File: config.mk
export PLATFORM = sky130hd
export DESIGN_NAME = kmp_pe
export DESIGN_NICKNAME = d
export VERILOG_FILES = /design/src/rtl/kmp_pe_pkg.sv /design/src/rtl/kmp_fail_builder.sv /design/src/rtl/kmp_pe.sv
export SDC_FILE = /design/constraint.sdc
export NUM_CORES = 1
export LEC_CHECK = 0
export BUFFER_PORTS_ARGS = -buffer_cell sky130_fd_sc_hd__buf_2
export CORE_ASPECT_RATIO = 1.4
export CORE_MARGIN = 4
export CORE_UTILIZATION = 55
export DETAILED_ROUTE_END_ITERATION = 6
export PLACE_DENSITY = 0.78
export SLEW_MARGIN = 20
export SYNTH_ARGS = -nofsm -noshare
export SYNTH_HDL_FRONTEND = slang
export SYNTH_SLANG_ARGS = --single-unit
File: constraint.sdc
create_clock -name clk -period 8.8 [get_ports clk]
set_input_delay 1.76 -clock clk [delete_from_list [all_inputs] [get_ports clk]]
set_output_delay 1.76 -clock clk [all_outputs]
set_load 0.1 [all_outputs]
File: src/rtl/kmp_pe_pkg.sv
// Shared constants, types and helpers for the KMP processing element.
// Imported by kmp_fail_builder and kmp_pe.
package kmp_pe_pkg;

  localparam int CHAR_W      = 8;
  localparam int MAX_STR_LEN = 32;
  localparam int MAX_STR_ADD = 5;
  localparam int MAX_PAT_LEN = 8;
  localparam int MAX_PAT_ADD = 3;

  typedef enum logic [1:0] {
    PE_IDLE   = 2'd0,
    PE_BUILD  = 2'd1,
    PE_SEARCH = 2'd2,
    PE_DONE   = 2'd3
  } pe_state_e;

  typedef logic [CHAR_W-1:0]             char_t;
  typedef logic [MAX_STR_ADD-1:0]        str_idx_t;
  typedef logic [MAX_PAT_ADD-1:0]        pat_idx_t;
  typedef logic [MAX_STR_LEN*CHAR_W-1:0] str_flat_t;
  typedef logic [MAX_PAT_LEN*CHAR_W-1:0] pat_flat_t;

  function automatic char_t str_char(input str_flat_t s, input str_idx_t idx);
    return s[idx*CHAR_W +: CHAR_W];
  endfunction

  function automatic char_t pat_char(input pat_flat_t p, input pat_idx_t idx);
    return p[idx*CHAR_W +: CHAR_W];
  endfunction

  // Keeps the last searched index inside the string buffer.
  function automatic str_idx_t clamp_end(input str_idx_t idx);
    int e;
    e = int'(idx);
    if (e > MAX_STR_LEN - 1) e = MAX_STR_LEN - 1;
    return str_idx_t'(e);
  endfunction

endpackage

File: src/rtl/kmp_fail_builder.sv
// Builds the KMP failure (prefix) table for a latched pattern, one compare per cycle.
// start initialises and clears the table; done is high in the cycle the table is complete.
module kmp_fail_builder
  import kmp_pe_pkg::*;
(
  input  logic                               clk,
  input  logic                               reset,
  input  logic                               start,
  input  logic                               abort,
  input  pat_flat_t                          pat,
  input  pat_idx_t                           pat_last_idx,
  output logic                               done,
  output logic [MAX_PAT_LEN*MAX_PAT_ADD-1:0] fail_flat
);

  logic                 busy;
  logic [MAX_PAT_ADD:0] k;
  pat_idx_t             len;
  pat_idx_t             fail_q [MAX_PAT_LEN];
  pat_idx_t             k_idx;

  assign k_idx = k[MAX_PAT_ADD-1:0];
  assign done  = busy && (k > {1'b0, pat_last_idx});

  // NOTE: the table is a handful of flops, not a RAM, so it is reset and
  // cleared on every start; a stale table can never leak into a new job.
  // NOTE: sequential state uses non-blocking assignments only, so every
  // register samples the pre-edge values regardless of statement order.
  always_ff @(posedge clk or negedge reset) begin
    if (!reset) begin
      busy <= 1'b0;
      k    <= '0;
      len  <= '0;
      for (int e = 0; e < MAX_PAT_LEN; e++) fail_q[e] <= '0;
    end else if (abort) begin
      busy <= 1'b0;
    end else if (start) begin
      busy <= 1'b1;
      k    <= (MAX_PAT_ADD+1)'(1);
      len  <= '0;
      for (int e = 0; e < MAX_PAT_LEN; e++) fail_q[e] <= '0;
    end else if (busy) begin
      if (done) begin
        busy <= 1'b0;
      end else if (pat_char(pat, k_idx) == pat_char(pat, len)) begin
        fail_q[k_idx] <= len + 1'b1;
        len           <= len + 1'b1;
        k             <= k + 1'b1;
      end else if (len != '0) begin
        len <= fail_q[len - 1'b1];
      end else begin
        fail_q[k_idx] <= '0;
        k             <= k + 1'b1;
      end
    end
  end

  // NOTE: combinational outputs get a default before any loop or branch so
  // that no path leaves them unassigned and a latch is never inferred.
  always_comb begin
    fail_flat = '0;
    for (int e = 0; e < MAX_PAT_LEN; e++) begin
      fail_flat[e*MAX_PAT_ADD +: MAX_PAT_ADD] = fail_q[e];
    end
  end

endmodule

File: src/rtl/kmp_pe.sv
// One KMP processing element: latches a job, builds the failure table, then scans
// the window [start_idx, process_2idx] and reports the first full pattern match.
module kmp_pe
  import kmp_pe_pkg::*;
(
  input  logic                          clk,
  input  logic                          reset,
  input  logic                          pe_valid,
  input  logic [MAX_STR_ADD-1:0]        start_idx,
  input  logic [MAX_STR_ADD-1:0]        process_2idx,
  input  logic [MAX_STR_LEN*CHAR_W-1:0] str_data,
  input  logic [MAX_PAT_LEN*CHAR_W-1:0] pat_data,
  input  logic [MAX_PAT_ADD-1:0]        pat_last_idx,
  output logic                          o_match_valid,
  output logic                          o_match,
  output logic [MAX_STR_ADD-1:0]        o_match_idx
);

  pe_state_e state, state_n;

  str_idx_t  start_q, end_q;
  pat_idx_t  last_q;
  pat_flat_t pat_q;
  str_flat_t str_q;

  str_idx_t  i_q, i_n;
  pat_idx_t  j_q, j_n;
  logic      mv_n, m_n;
  str_idx_t  mi_n;

  logic      job_start;
  logic      build_done;
  logic      degenerate;
  logic      chars_eq;
  logic [MAX_PAT_LEN*MAX_PAT_ADD-1:0] fail_flat;

  kmp_fail_builder u_builder (
    .clk          (clk),
    .reset        (reset),
    .start        (job_start),
    .abort        (!pe_valid),
    .pat          (pat_q),
    .pat_last_idx (last_q),
    .done         (build_done),
    .fail_flat    (fail_flat)
  );

  // Job inputs are captured once; later changes on the ports are ignored.
  always_ff @(posedge clk or negedge reset) begin
    if (!reset) begin
      start_q <= '0;
      end_q   <= '0;
      last_q  <= '0;
      pat_q   <= '0;
      str_q   <= '0;
    end else if (job_start) begin
      start_q <= start_idx;
      end_q   <= clamp_end(process_2idx);
      last_q  <= pat_last_idx;
      pat_q   <= pat_data;
      str_q   <= str_data;
    end
  end

  // Empty window, or one too short to hold the whole pattern.
  assign degenerate = (start_q > end_q) || ((end_q - start_q) < str_idx_t'(last_q));
  assign chars_eq   = (str_char(str_q, i_q) == pat_char(pat_q, j_q));

  always_comb begin
    state_n   = state;
    i_n       = i_q;
    j_n       = j_q;
    mv_n      = o_match_valid;
    m_n       = o_match;
    mi_n      = o_match_idx;
    job_start = 1'b0;

    if (!pe_valid) begin
      state_n = PE_IDLE;
      mv_n    = 1'b0;
      m_n     = 1'b0;
      mi_n    = '0;
    end else begin
      unique case (state)
        PE_IDLE: begin
          state_n   = PE_BUILD;
          job_start = 1'b1;
          i_n       = start_idx;
          j_n       = '0;
        end
        PE_BUILD: begin
          if (degenerate) begin
            state_n = PE_DONE;
            mv_n    = 1'b1;
            m_n     = 1'b0;
            mi_n    = '0;
          end else if (build_done) begin
            state_n = PE_SEARCH;
          end
        end
        PE_SEARCH: begin
          if (chars_eq && (j_q == last_q)) begin
            // j==last implies i>=start+last, so this cannot underflow.
            state_n = PE_DONE;
            mv_n    = 1'b1;
            m_n     = 1'b1;
            mi_n    = i_q - str_idx_t'(last_q);
          end else if (chars_eq || (j_q == '0)) begin
            if (i_q == end_q) begin
              state_n = PE_DONE;
              mv_n    = 1'b1;
              m_n     = 1'b0;
              mi_n    = '0;
            end else begin
              i_n = i_q + 1'b1;
              if (chars_eq) j_n = j_q + 1'b1;
            end
          end else begin
            j_n = fail_flat[(j_q - 1'b1)*MAX_PAT_ADD +: MAX_PAT_ADD];
          end
        end
        PE_DONE: begin
          state_n = PE_DONE;
        end
        default: begin
          state_n = PE_IDLE;
        end
      endcase
    end
  end

  always_ff @(posedge clk or negedge reset) begin
    if (!reset) begin
      state         <= PE_IDLE;
      i_q           <= '0;
      j_q           <= '0;
      o_match_valid <= 1'b0;
      o_match       <= 1'b0;
      o_match_idx   <= '0;
    end else begin
      state         <= state_n;
      i_q           <= i_n;
      j_q           <= j_n;
      o_match_valid <= mv_n;
      o_match       <= m_n;
      o_match_idx   <= mi_n;
    end
  end

endmodule

Word-level counts from Yosys, hierarchy flattened. Index checks and enable logic that the tools add are counted. W data, S select, Z words.

Register bits after elaboration: 382. Output and inout port bits: 7. Word-level logic and storage cells: 143.

Add/subtract/negate cells: 8. Multiply operators: 1. $lt $le $gt $ge: 6. Equality and inequality tests: 19. Shift operators: 5. Multiplexer cells: 61. Bitwise gates (word level): 4. Reductions and logical operators: 17.

Operators with widths (number): $shiftx A256 B9 Y8 (1); $shiftx A64 B7 Y8 (3); $mux W24 (5); $mux W5 (8); $mux W3 (12); $shiftx A24 B33 Y3 (1); $and A24 B24 Y24 (1); $bwmux W24 (1); $not A24 Y24 (1); $mux W4 (5); $pmux W5 S2 (2); $eq A8 B8 Y1 (2); $mux W1 (16); $mux W2 (6); $ne A4 B4 Y1 const B (3); $reduce_and A4 Y1 (3); $reduce_and A5 Y1 (2); $bmux W3 S3 (1); $demux W3 S3 (1); $ne A3 B3 Y1 const B (3); $ge A4 B4 Y1 const B (2); $ne A2 B2 Y1 const B (4); $not A3 Y4 (2); $pmux W2 S4 (1); other kinds (27) (35).

Depth between registers and ports, before layout. Gate-level depths: netlist (run 1).

Depth in word-level cells: 12. Depth in mapped cells: 18.

By module. From an unflattened synthesis (run 1), not the netlist that was laid out.

Cell total of the unflattened synthesis: 2182. Area, all modules: 20288.2 um2.

Modules (own cells, without submodules): kmp_pe (times used 1, cells an instance 1908, area each 17346.6 um2, seq. area each 8758.4 um2); kmp_fail_builder (times used 1, cells an instance 274, area each 2941.6 um2, seq. area each 800.8 um2).

Worst setup path before layout (run 1). Ideal clock, no wire load.

Kind: register -> register. From: register j_q[0]. To: register j_q[2]. Library setup time: 122 ps. Data arrival time: 3981 ps. Required time: 8678 ps. Path slack: 4698 ps. Stages on the path, launching flop included: 19. Buffers on the path: 4. Clock period less this slack: 4102 ps. Path through: dfrtp_1 -> buf_4 -> buf_4 -> buf_2 -> clkinv_1 -> ha_1 -> clkbuf_1 -> inv_1 -> ha_1 -> ha_1 -> inv_1 -> fa_1 -> xor2_1 -> nor2_1 -> and4_1 -> and3_1 -> a211oi_1 -> o32a_1 -> o2bb2ai_1.

Cells in the longest elaborated chain, start to end: 6. Elaborated cells between the ends (all ways): 19. Those cells by class: 2 x add/sub; 1 x mul; 5 x eq/ne; 2 x shift; 5 x mux; 4 x reduce/logical.

Ends and longest elaborated chain: start: declaration (RTL line kmp_pe.sv:27) `pat_idx_t j_q, j_n;`; start signal: assignment (RTL line kmp_pe.sv:143) `j_q <= j_n;`; $sub A3 B1 Y4, or another cell as far along (RTL line kmp_pe.sv:119) `j_n = fail_flat[(j_q - 1'b1)*MAX_PAT_ADD +: MAX_PAT_ADD];`; $mul A4 B3 Y7, or another cell as far along (RTL line kmp_pe.sv:119); $shiftx A24 B33 Y3, or another cell as far along (RTL line kmp_pe.sv:119); $mux W3 (RTL line kmp_pe.sv:108) `end else if (chars_eq || (j_q == '0)) begin`; $mux W3 (RTL line kmp_pe.sv:102) `if (chars_eq && (j_q == last_q)) begin`; $pmux W3 S2 (RTL line kmp_pe.sv:84) `unique case (state)`.

Several ways; a longest one is shown, not always the timed one. The select of a mux whose other input is x is not followed. A chain may end at the register's enable or synchronous reset.

Worst setup path after layout (run 1).
From: register i_q[0]. To: register i_q[0].

Cells in the longest elaborated chain, start to end: 5. Elaborated cells between the ends (all ways): 14. Those cells by class: 1 x add/sub; 5 x eq/ne; 1 x shift; 4 x mux; 3 x reduce/logical.

Ends and longest elaborated chain: start: declaration (RTL line kmp_pe.sv:26) `str_idx_t i_q, i_n;`; start signal: assignment (RTL line kmp_pe.sv:142) `i_q <= i_n;`; $shiftx A256 B9 Y8 / $add A5 B1 Y5 (equally long branches) (RTL line kmp_pe_pkg.sv:25, kmp_pe.sv:115); $eq A8 B8 Y1 / $mux W5 (equally long branches) (RTL line kmp_pe.sv:67, kmp_pe.sv:109); $logic_or A1 B1 Y1, or another cell as far along (RTL line kmp_pe.sv:108); $ne A2 B2 Y1 (no line) / $mux W5 (equally long branches); $reduce_and A5 Y1 (no line) / $pmux W5 S2 (equally long branches).

Several ways; a longest one is shown, not always the timed one. The select of a mux whose other input is x is not followed.

==> results_dict.tcl, run 1 <==
set metrics [dict create \
    fin_skew_ps 15.3 \
    p_sw_frac 0.403 \
    drv_cap 0 \
    die_y_um 235 \
    num_rows 82 \
    post_cts_resize_count 0 \
    yosys.area_share.simple 0.231 \
    p_comb_frac 0.420 \
    finalCoreUtilization 0.645 \
    multi_input_area_um2 9830 \
    synth_top_area_cell "dfrtp_1" \
    critPathKind "reg2reg" \
    nets 2807 \
    clk_latency_ps 540 \
    port_buffers 342 \
    final_cells 2933 \
    seq_power_share 0.383 \
    antenna_found_initial 2 \
    fillers 2852 \
    end_kind "flop" \
    synthTopCellsByCount "nand2_1 (1049), dfrtp_1 (382), clkbuf_1 (101)" \
    period_minus_slack_ps 4770 \
    ir_drop_mv 0.240 \
    synth_edf_count 0 \
    place_congestion 0.933 \
    grt_max_degree 111 \
    synthArstFlopShare 1.00 \
    tightest_slew_ps 1130 \
    synth_area_leaders "dfrtp_1 (47%), nand2_1 (19%), mux4_2 (7.6%)" \
    clock-sinks 382 \
    synth_seq_area_share 0.473 \
    syn_area_um2 20200 \
    grt.total_usage 0.302 \
    cts.path.max_buffers 3 \
    synthMuxAreaShare 0.145 \
    wl_per_cell_um 20.8 \
    cts_buffers 38 \
    syn2layout_area_growth_pct 15.0 \
    first_iter_violations 1611 \
    rsz0062_at_grt "false" \
    root_buffer "clkbuf_16" \
    path_clk_slew_ps 60 \
    grt_first_pass_wirelength_mm 95.5 \
    finalHoldViolCount 0 \
    drt_wl_total_mm 61.1 \
    cp.required_ps 9220 \
    drive_gt1_frac 0.210 \
    hold-worst-slack_ps 473 \
    p_per_area_nw_per_um2 365 \
    fmax_mhz 209 \
    dp_hpwl_mm 44.5 \
    synthAdderAreaFrac 0.0188 \
    startpoint_type "flop" \
    overflow 0 \
    outcome "completed" \
    synth-seq-cells 382 \
    synthFlopType "dfrtp_1" \
    total_power_mw 8.47 \
    detail-route-antenna-nets 0 \
    vias 17200 \
    synth_top_family_by_area "simple AND/OR/NAND/NOR gates" \
    power.leakage_nw 11.9 \
    synth-compound-area-share 0.0758 \
    syn_nets 2545 \
    initial_core_util 0.561 \
    ctsHoldBuffers 0 \
    relSlewSlack 0.246 \
    vias_per_cell 5.88 \
    fin_tns_setup_ps 0 \
    seqCellArea_um2 9570 \
    die_area_um2 39900 \
    htree_levels 2 \
    dr.pass1.iters 6 \
    synthXorXnorAreaFrac 0.0156 \
    internal_power_mw 5.05 \
    power.switching_mw 3.42 \
    fp.dieW_um 170 \
    hold_class "reg2reg" \
    ys_warn_count 0 \
    postCtsSetupRepairBufs 0 \
    ys_types 78 \
    syn_avg_cell_area_um2 9.26 \
    synth_most_common_cell "nand2_1" \
    cts_tree "yes" \
    path_max_fanout 50 \
    grt_pass1_vias 17500 \
    period_share 0.543 \
    setup_viol_count_final 0 \
    drc_errors 0 \
    synth_top_area_frac 0.473 \
    clkPwrFrac 0.197 \
    cp_data_arrival_time_ps 5190 \
    pin_count 343 \
    netlist_instances 2181 \
    core_area_um2 36000 \
    place_inst 2865 \
    slew_violations 0 \
]
==> cell type report <==
class                      instances  area share
antenna                            2    0.000216
clock buffer                      50      0.0460
clock inverter                    16     0.00835
inverter                          31     0.00501
multi-input combinational       1629       0.423
sequential                       382       0.412
tap                              462      0.0249
timing repair buffer             361      0.0803
==> per-layer routing <==
layer	vias to the layer above	part of all wire	GRT usage
met1	8450	0.37	0.372
met4	0	0.061	0.157
met5	-	0	0
li1	7826	-	-
met3	186	0.066	0.0412
met2	777	0.51	0.517
==> stage by stage <==
step | instance area, µm² | setup WS (ps)
floorplan | 20200 | 4700
global placement | 22000 | 4080
detailed placement | 22000 | 3960
CTS | 23200 | 4120
global route | 23200 | 3850
finish | 23200 | 4030
==> cell usage in the layout (no fill, tap or decap), types with 5 or more instances in the layout <==
| cell | netlist | routed |
|---|---|---|
| a31oi_1 | 14 | 14 |
| a22oi_1 | 12 | 12 |
| a21oi_1 | 31 | 31 |
| nand2_1 | 1049 | 1049 |
| and2_1 | 6 | 6 |
| nand2b_1 | 8 | 8 |
| dfrtp_1 | 382 | 378 |
| nor3_1 | 11 | 10 |
| xnor2_1 | 21 | 21 |
| a22o_1 | 10 | 10 |
| o22ai_1 | 9 | 9 |
| clkbuf_8 | 0 | 5 |
| mux2_2 | 13 | 13 |
| mux2i_1 | 78 | 78 |
| clkinv_2 | 0 | 8 |
| a211oi_1 | 9 | 9 |
| o221ai_1 | 7 | 7 |
| a32oi_1 | 5 | 5 |
| ha_1 | 24 | 24 |
| o21ai_0 | 21 | 21 |
| o211ai_1 | 8 | 8 |
| and3_1 | 7 | 7 |
| nand3_1 | 22 | 22 |
| a21o_1 | 8 | 8 |
| buf_2 | 13 | 341 |
| clkbuf_1 | 101 | 6 |
| a2111oi_0 | 5 | 5 |
| mux4_2 | 68 | 68 |
| xor2_1 | 15 | 15 |
| buf_4 | 8 | 19 |
| clkbuf_16 | 0 | 39 |
| o2bb2ai_1 | 23 | 23 |
| a221oi_1 | 8 | 8 |
| nor2b_1 | 14 | 14 |
| nor2_1 | 36 | 35 |
| mux4_1 | 18 | 18 |
| inv_1 | 28 | 28 |
==> logic make-up after synthesis <==
| logic type | after synthesis |
|---|---|
| compound gates | 207 |
| flops | 382 |
| xor+xnor | 36 |
| buf+inv | 170 |
| simple gates | 1181 |
| fa+ha+maj | 28 |
| mux | 177 |
==> power groups by stage <==
stage                     sequential [mW]  clock [mW]  combinational [mW]
after global placement               3.20           0                3.40
after detailed placement             3.24           0                3.51
final                                3.25        1.67                3.56
after floorplan                      2.93           0                2.80
after CTS                            3.22        1.69                3.55
after global routing                 3.34        1.75                3.91
==> worst max-delay path, cell delays in order, from the launching register on <==
cell	delay [ps]
dfrtp_4	660
buf_4	700
nor2b_1	970
a221oi_1	200
o21a_1	160
nor4_1	400
xnor2_1	190
o2111ai_2	240
o21ai_1	470
a21oi_1	250
a221o_1	390
==> flip-flops by register name (all words and copies together) (netlist names) <==
signal               count
end_q                    5
i_q                      5
j_q                      3
last_q                   3
o_match                  1
o_match_idx              5
o_match_valid            1
pat_q                   64
start_q                  5
state                    2
str_q                  256
u_builder.busy           1
u_builder.fail_flat     24
u_builder.k              4
u_builder.len            3
==> final timing paths <==
check | to | cells after the start | from | slack (ps)
min in group asynchronous | end_q[2] | 1 | reset | 1250
hold reg to reg | str_q[8] | 2 | str_q[8] | 470
hold / removal | str_q[8] | 2 | str_q[8] | 470
max in group asynchronous | str_q[142] | 2 | reset | 6010
setup reg to reg | i_q[0] | 10 | i_q[0] | 4030
setup / recovery | i_q[0] | 10 | i_q[0] | 4030
Power figures use the tool's default switching activity.
==> inputs of run 2 (changes only) <==
==> constraint.sdc (replaced) <==
create_clock -name clk -period 4.5 [get_ports clk]
set_input_delay 0.9 -clock clk [delete_from_list [all_inputs] [get_ports clk]]
set_output_delay 0.9 -clock clk [all_outputs]
set_load 0.1 [all_outputs]
==> run 2 against run 1 <==
Count of clock-buffer cells in the layout increased by 4. Worst hold slack worse by 110 ps. Combinational power increased by 97%. Utilization rose by 0.38 points. Worst setup slack lost 3400 ps. Via count up 0.65%. Sequential cell count is the same. Critical path type unchanged.
==> results_dict.tcl, run 2 (synthesized netlist as in run 1, its figures left out) <==
set metrics [dict create \
    startpoint_type "flop" \
    fp.dieW_um 170 \
    fin_tns_setup_ps 0 \
    layout_commonest_cell "nand2_1" \
    drc_errors 0 \
    first_iter_violations 1720 \
    antenna_found_initial 0 \
    hold_class "in2async" \
    setup_viol_count_final 0 \
    drv_cap 0 \
    grt_first_pass_wirelength_mm 95.7 \
    initial_core_util 0.561 \
    vias_per_cell 5.89 \
    path_max_fanout 25 \
    cts_tree "yes" \
    final_cell_mix "nand2_1 (1049), dfrtp_1 (378), buf_2 (341)" \
    ir_drop_mv 0.474 \
    die_area_um2 39900 \
    outcome "completed" \
    drt_wl_total_mm 61.5 \
    slew_violations 0 \
    ctsHoldBuffers 0 \
    num_rows 82 \
    clock-sinks 382 \
    cp_data_arrival_time_ps 4350 \
    fin_skew_ps 7.79 \
    fmax_mhz 257 \
    period_share 0.863 \
    die_y_um 235 \
    placed_area_um2 22100 \
    grt.total_usage 0.304 \
    port_buffers 342 \
    post_cts_resize_count 0 \
    drive_gt1_frac 0.214 \
    grt_pass1_vias 17700 \
    regMostFlops "str_q" \
    cp.required_ps 4970 \
    syn2layout_area_growth_pct 15.7 \
    detail-route-antenna-nets 0 \
    core_area_um2 36000 \
    grt_max_degree 231 \
    htree_levels 2 \
    root_buffer "clkbuf_16" \
    end_kind "flop" \
    relSlewSlack 0.214 \
    rsz0062_at_grt "false" \
    dp_hpwl_mm 45.2 \
    overflow 0 \
    cts_buffers 38 \
    finalCoreUtilization 0.649 \
    cts.path.max_buffers 3 \
    finalHoldViolCount 0 \
    p_per_area_nw_per_um2 714 \
    path_clk_slew_ps 60 \
    critPathKind "reg2reg" \
    place_congestion 0.911 \
    pin_count 343 \
    wl_per_cell_um 20.9 \
    largest_reg_flops 256 \
    vias 17400 \
    fin_area_um2 23400 \
    postCtsSetupRepairBufs 0 \
    dr.pass1.iters 5 \
    period_minus_slack_ps 3880 \
    power.leakage_nw 11.9 \
    tightest_slew_ps 1180 \
    nets 2822 \
    clk_latency_ps 530 \
    antenna_cells 0 \
]
==> run 2: worst max-delay path: stages, from the launching register on <==
cell	delay [ps]
dfrtp_4	710
buf_4	320
mux4_2	530
o22ai_1	250
nor4_1	110
nor4_1	360
xnor2_1	180
o2111ai_2	230
or2_1	400
or3_1	490
a21bo_1	210
==> run 2: metal layers <==
layer / global-route usage / routed length [µm] / vias up
met2: 0.509 / 30400 / 868
met3: 0.0399 / 4260 / 234
met5: 0 / 0 / -
li1: - / - / 7870
met4: 0.184 / 4590 / 0
met1: 0.374 / 22300 / 8379
==> run 2: final timing paths <==
check                      slack, ps        from  depth (start not counted)    endpoint
max reg2reg                      620      i_q[0]                         10     o_match
min reg2reg                      470  str_q[133]                          2  str_q[133]
min in group clk                 470  str_q[133]                          2  str_q[133]
min                              360       reset                          1  start_q[2]
max in group asynchronous       2930       reset                          2  str_q[213]
max                              620      i_q[0]                         10     o_match
==> run 2: final cells by class <==
class,count,area [µm²]
repair buffers,376,2050
multi-input cells,1629,9820
clock buffers,54,1090
clock inverters,13,126
inverters,31,116
flip-flops and latches,382,9570
well taps,462,578
fillers,2841,12700
==> run 2: metrics by stage <==
step / hold slack [ps] / total power, mW / instances / worst slack (ps)
after floorplan: 437 / 11.2 / 2181 / 398
after global placement: 450 / 13.1 / 2880 / 689
after detailed placement: 456 / 13.4 / 2880 / 655
after CTS: 397 / 16.6 / 2947 / 639
after global routing: 440 / 17.6 / 2947 / 447
final: 364 / 16.7 / 2947 / 615
==> run 2: power breakdown <==
| part | switching (mW) | leakage [nW] | total, mW | internal [mW] |
|---|---|---|---|---|
| Sequential | 1.51 | 4.77 | 6.51 | 5.00 |
| Combinational | 3.96 | 6.56 | 7.02 | 3.06 |
| Clock | 1.33 | 0.595 | 3.14 | 1.81 |
==> inputs of run 3 (changes only) <==
--- a/config.mk
+++ b/config.mk
@@ -10,6 +10,7 @@
 export CORE_MARGIN = 4
 export CORE_UTILIZATION = 55
 export DETAILED_ROUTE_END_ITERATION = 6
+export MAX_ROUTING_LAYER = met4
 export PLACE_DENSITY = 0.78
 export SLEW_MARGIN = 20
 export SYNTH_ARGS = -nofsm -noshare
==> run 3 against run 2 <==
Worst setup slack better by 50 ps. Sequential share of layout area decreased by 0.13 points. Power up 0.11%. First-iteration DRC count is 20% lower. Non-clock buffer count up 5. Utilization up 0.21 points. Count of clock-buffer cells in the layout grew 2. Final cell count grew 0.24%. Critical path depth stayed put. Combinational power up 1%. Clock skew up 21 ps. Routed wire length is 0.40% lower. Largest power group unchanged.
==> results_dict.tcl, run 3 (synthesized netlist as in run 1, its figures left out) <==
set metrics [dict create \
    fmax_mhz 261 \
    ir_drop_mv 0.551 \
    die_area_um2 39900 \
    cts_tree "yes" \
    dr.pass1.iters 5 \
    cp_data_arrival_time_ps 4300 \
    cpMaxStageDelayCell "a2111oi_0" \
    period_minus_slack_ps 3830 \
    startpoint_type "flop" \
    final_cells 2954 \
    hold-worst-slack_ps 418 \
    cts_buffers 38 \
    grt_pass1_vias 17600 \
    tightest_slew_ps 1030 \
    place_congestion 0.929 \
    clock-sinks 382 \
    r2r_cells 10 \
    nets 2827 \
    path_cells "buf_12 > nand3b_1 > o22ai_1 > a2111oi_0 > a21oi_1 > xnor2_1 > or4_4 > or2_1 > or3_1 > a21bo_1" \
    critPathTopFamily "simple AND/OR/NAND/NOR gates" \
    finalHoldViolCount 0 \
    fp.dieW_um 170 \
    root_buffer "clkbuf_16" \
    total_power_mw 16.7 \
    drt_wl_total_mm 61.3 \
    clk_latency_ps 550 \
    regMostFlops "str_q" \
    port_buffers 342 \
    slew_violations 0 \
    num_rows 82 \
    outcome "completed" \
    setup_viol_count_final 0 \
    fin_tns_setup_ps 0 \
    worst_slack_ps 665 \
    power.leakage_nw 12.0 \
    critPathKind "reg2reg" \
    first_iter_violations 1384 \
    cp.required_ps 4960 \
    drc_errors 0 \
    pre_cts_ws_ps 695 \
    vias 17300 \
    dp_hpwl_mm 45.4 \
    pin_count 343 \
    fin_area_um2 23400 \
    ctsHoldBuffers 0 \
    detail-route-antenna-nets 0 \
    drv_cap 0 \
    drive_gt1_frac 0.216 \
    wl_per_cell_um 20.8 \
    end_kind "flop" \
    grt_first_pass_wirelength_mm 95.7 \
    path_clk_slew_ps 60 \
    path_max_fanout 45 \
    relSlewSlack 0.312 \
    grt.total_usage 0.313 \
    antenna_found_initial 0 \
    antenna_cells 0 \
    path_buf_inv 1 \
    finalCoreUtilization 0.651 \
    overflow 0 \
    postCtsSetupRepairBufs 0 \
    p_per_area_nw_per_um2 712 \
    final_cell_mix "nand2_1 (1049), dfrtp_1 (377), buf_2 (341)" \
    grt_max_degree 151 \
    cts.path.max_buffers 3 \
    core_area_um2 36000 \
    vias_per_cell 5.86 \
    place_inst 2885 \
    hold_class "in2async" \
    post_cts_resize_count 0 \
    largest_reg_flops 256 \
    initial_core_util 0.561 \
    die_y_um 235 \
    max_stage_delay_ps 580 \
    placed_area_um2 22200 \
    worst-path-stages 10 \
    rsz0062_at_grt "false" \
    syn2layout_area_growth_pct 16.0 \
    fin_skew_ps 28.5 \
    htree_levels 2 \
    layout_commonest_cell "nand2_1" \
    period_share 0.852 \
]
==> run 3: area by class of cell <==
| class | count | area (µm²) |
|---|---|---|
| Fill cell | 2865 | 12600 |
| Tap cell | 462 | 578 |
| Clock buffer | 56 | 1110 |
| Timing Repair Buffer | 381 | 2090 |
| Clock inverter | 13 | 146 |
| Sequential cell | 382 | 9570 |
| Inverter | 31 | 116 |
| Multi-Input combinational cell | 1629 | 9820 |
==> run 3: path summary, 6_finish.rpt <==
path                              endpoint        from  slack [ps]
worst max-delay path               o_match      i_q[1]         670
worst min-delay path            start_q[4]       reset         420
worst max register to register     o_match      i_q[1]         670
worst min register to register  str_q[142]  str_q[142]         470
max in group asynchronous        pat_q[13]       reset        2910
min in group clk                str_q[142]  str_q[142]         470
==> run 3: per-layer routing <==
metal  track usage  up-vias  wire length (µm)
met3        0.0351      201              3960
met1         0.376     8409             22300
met4         0.163        0              3920
li1              -     7880                 -
met2         0.519      809             31100
met5             -        -                 0
==> run 3: worst reg2reg max path: cells and delay by family (launching register included) <==
family / cells / cell delay [ps]
flops: 1 / 530
compound gates: 4 / 1070
simple gates: 4 / 1710
buf+inv: 1 / 300
xor+xnor: 1 / 160
==> run 3: power by group <==
part	switching, mW	leakage [nW]	internal [mW]
sequential	1.40	4.77	5.00
clock	1.37	0.613	1.84
combinational	4.00	6.59	3.08
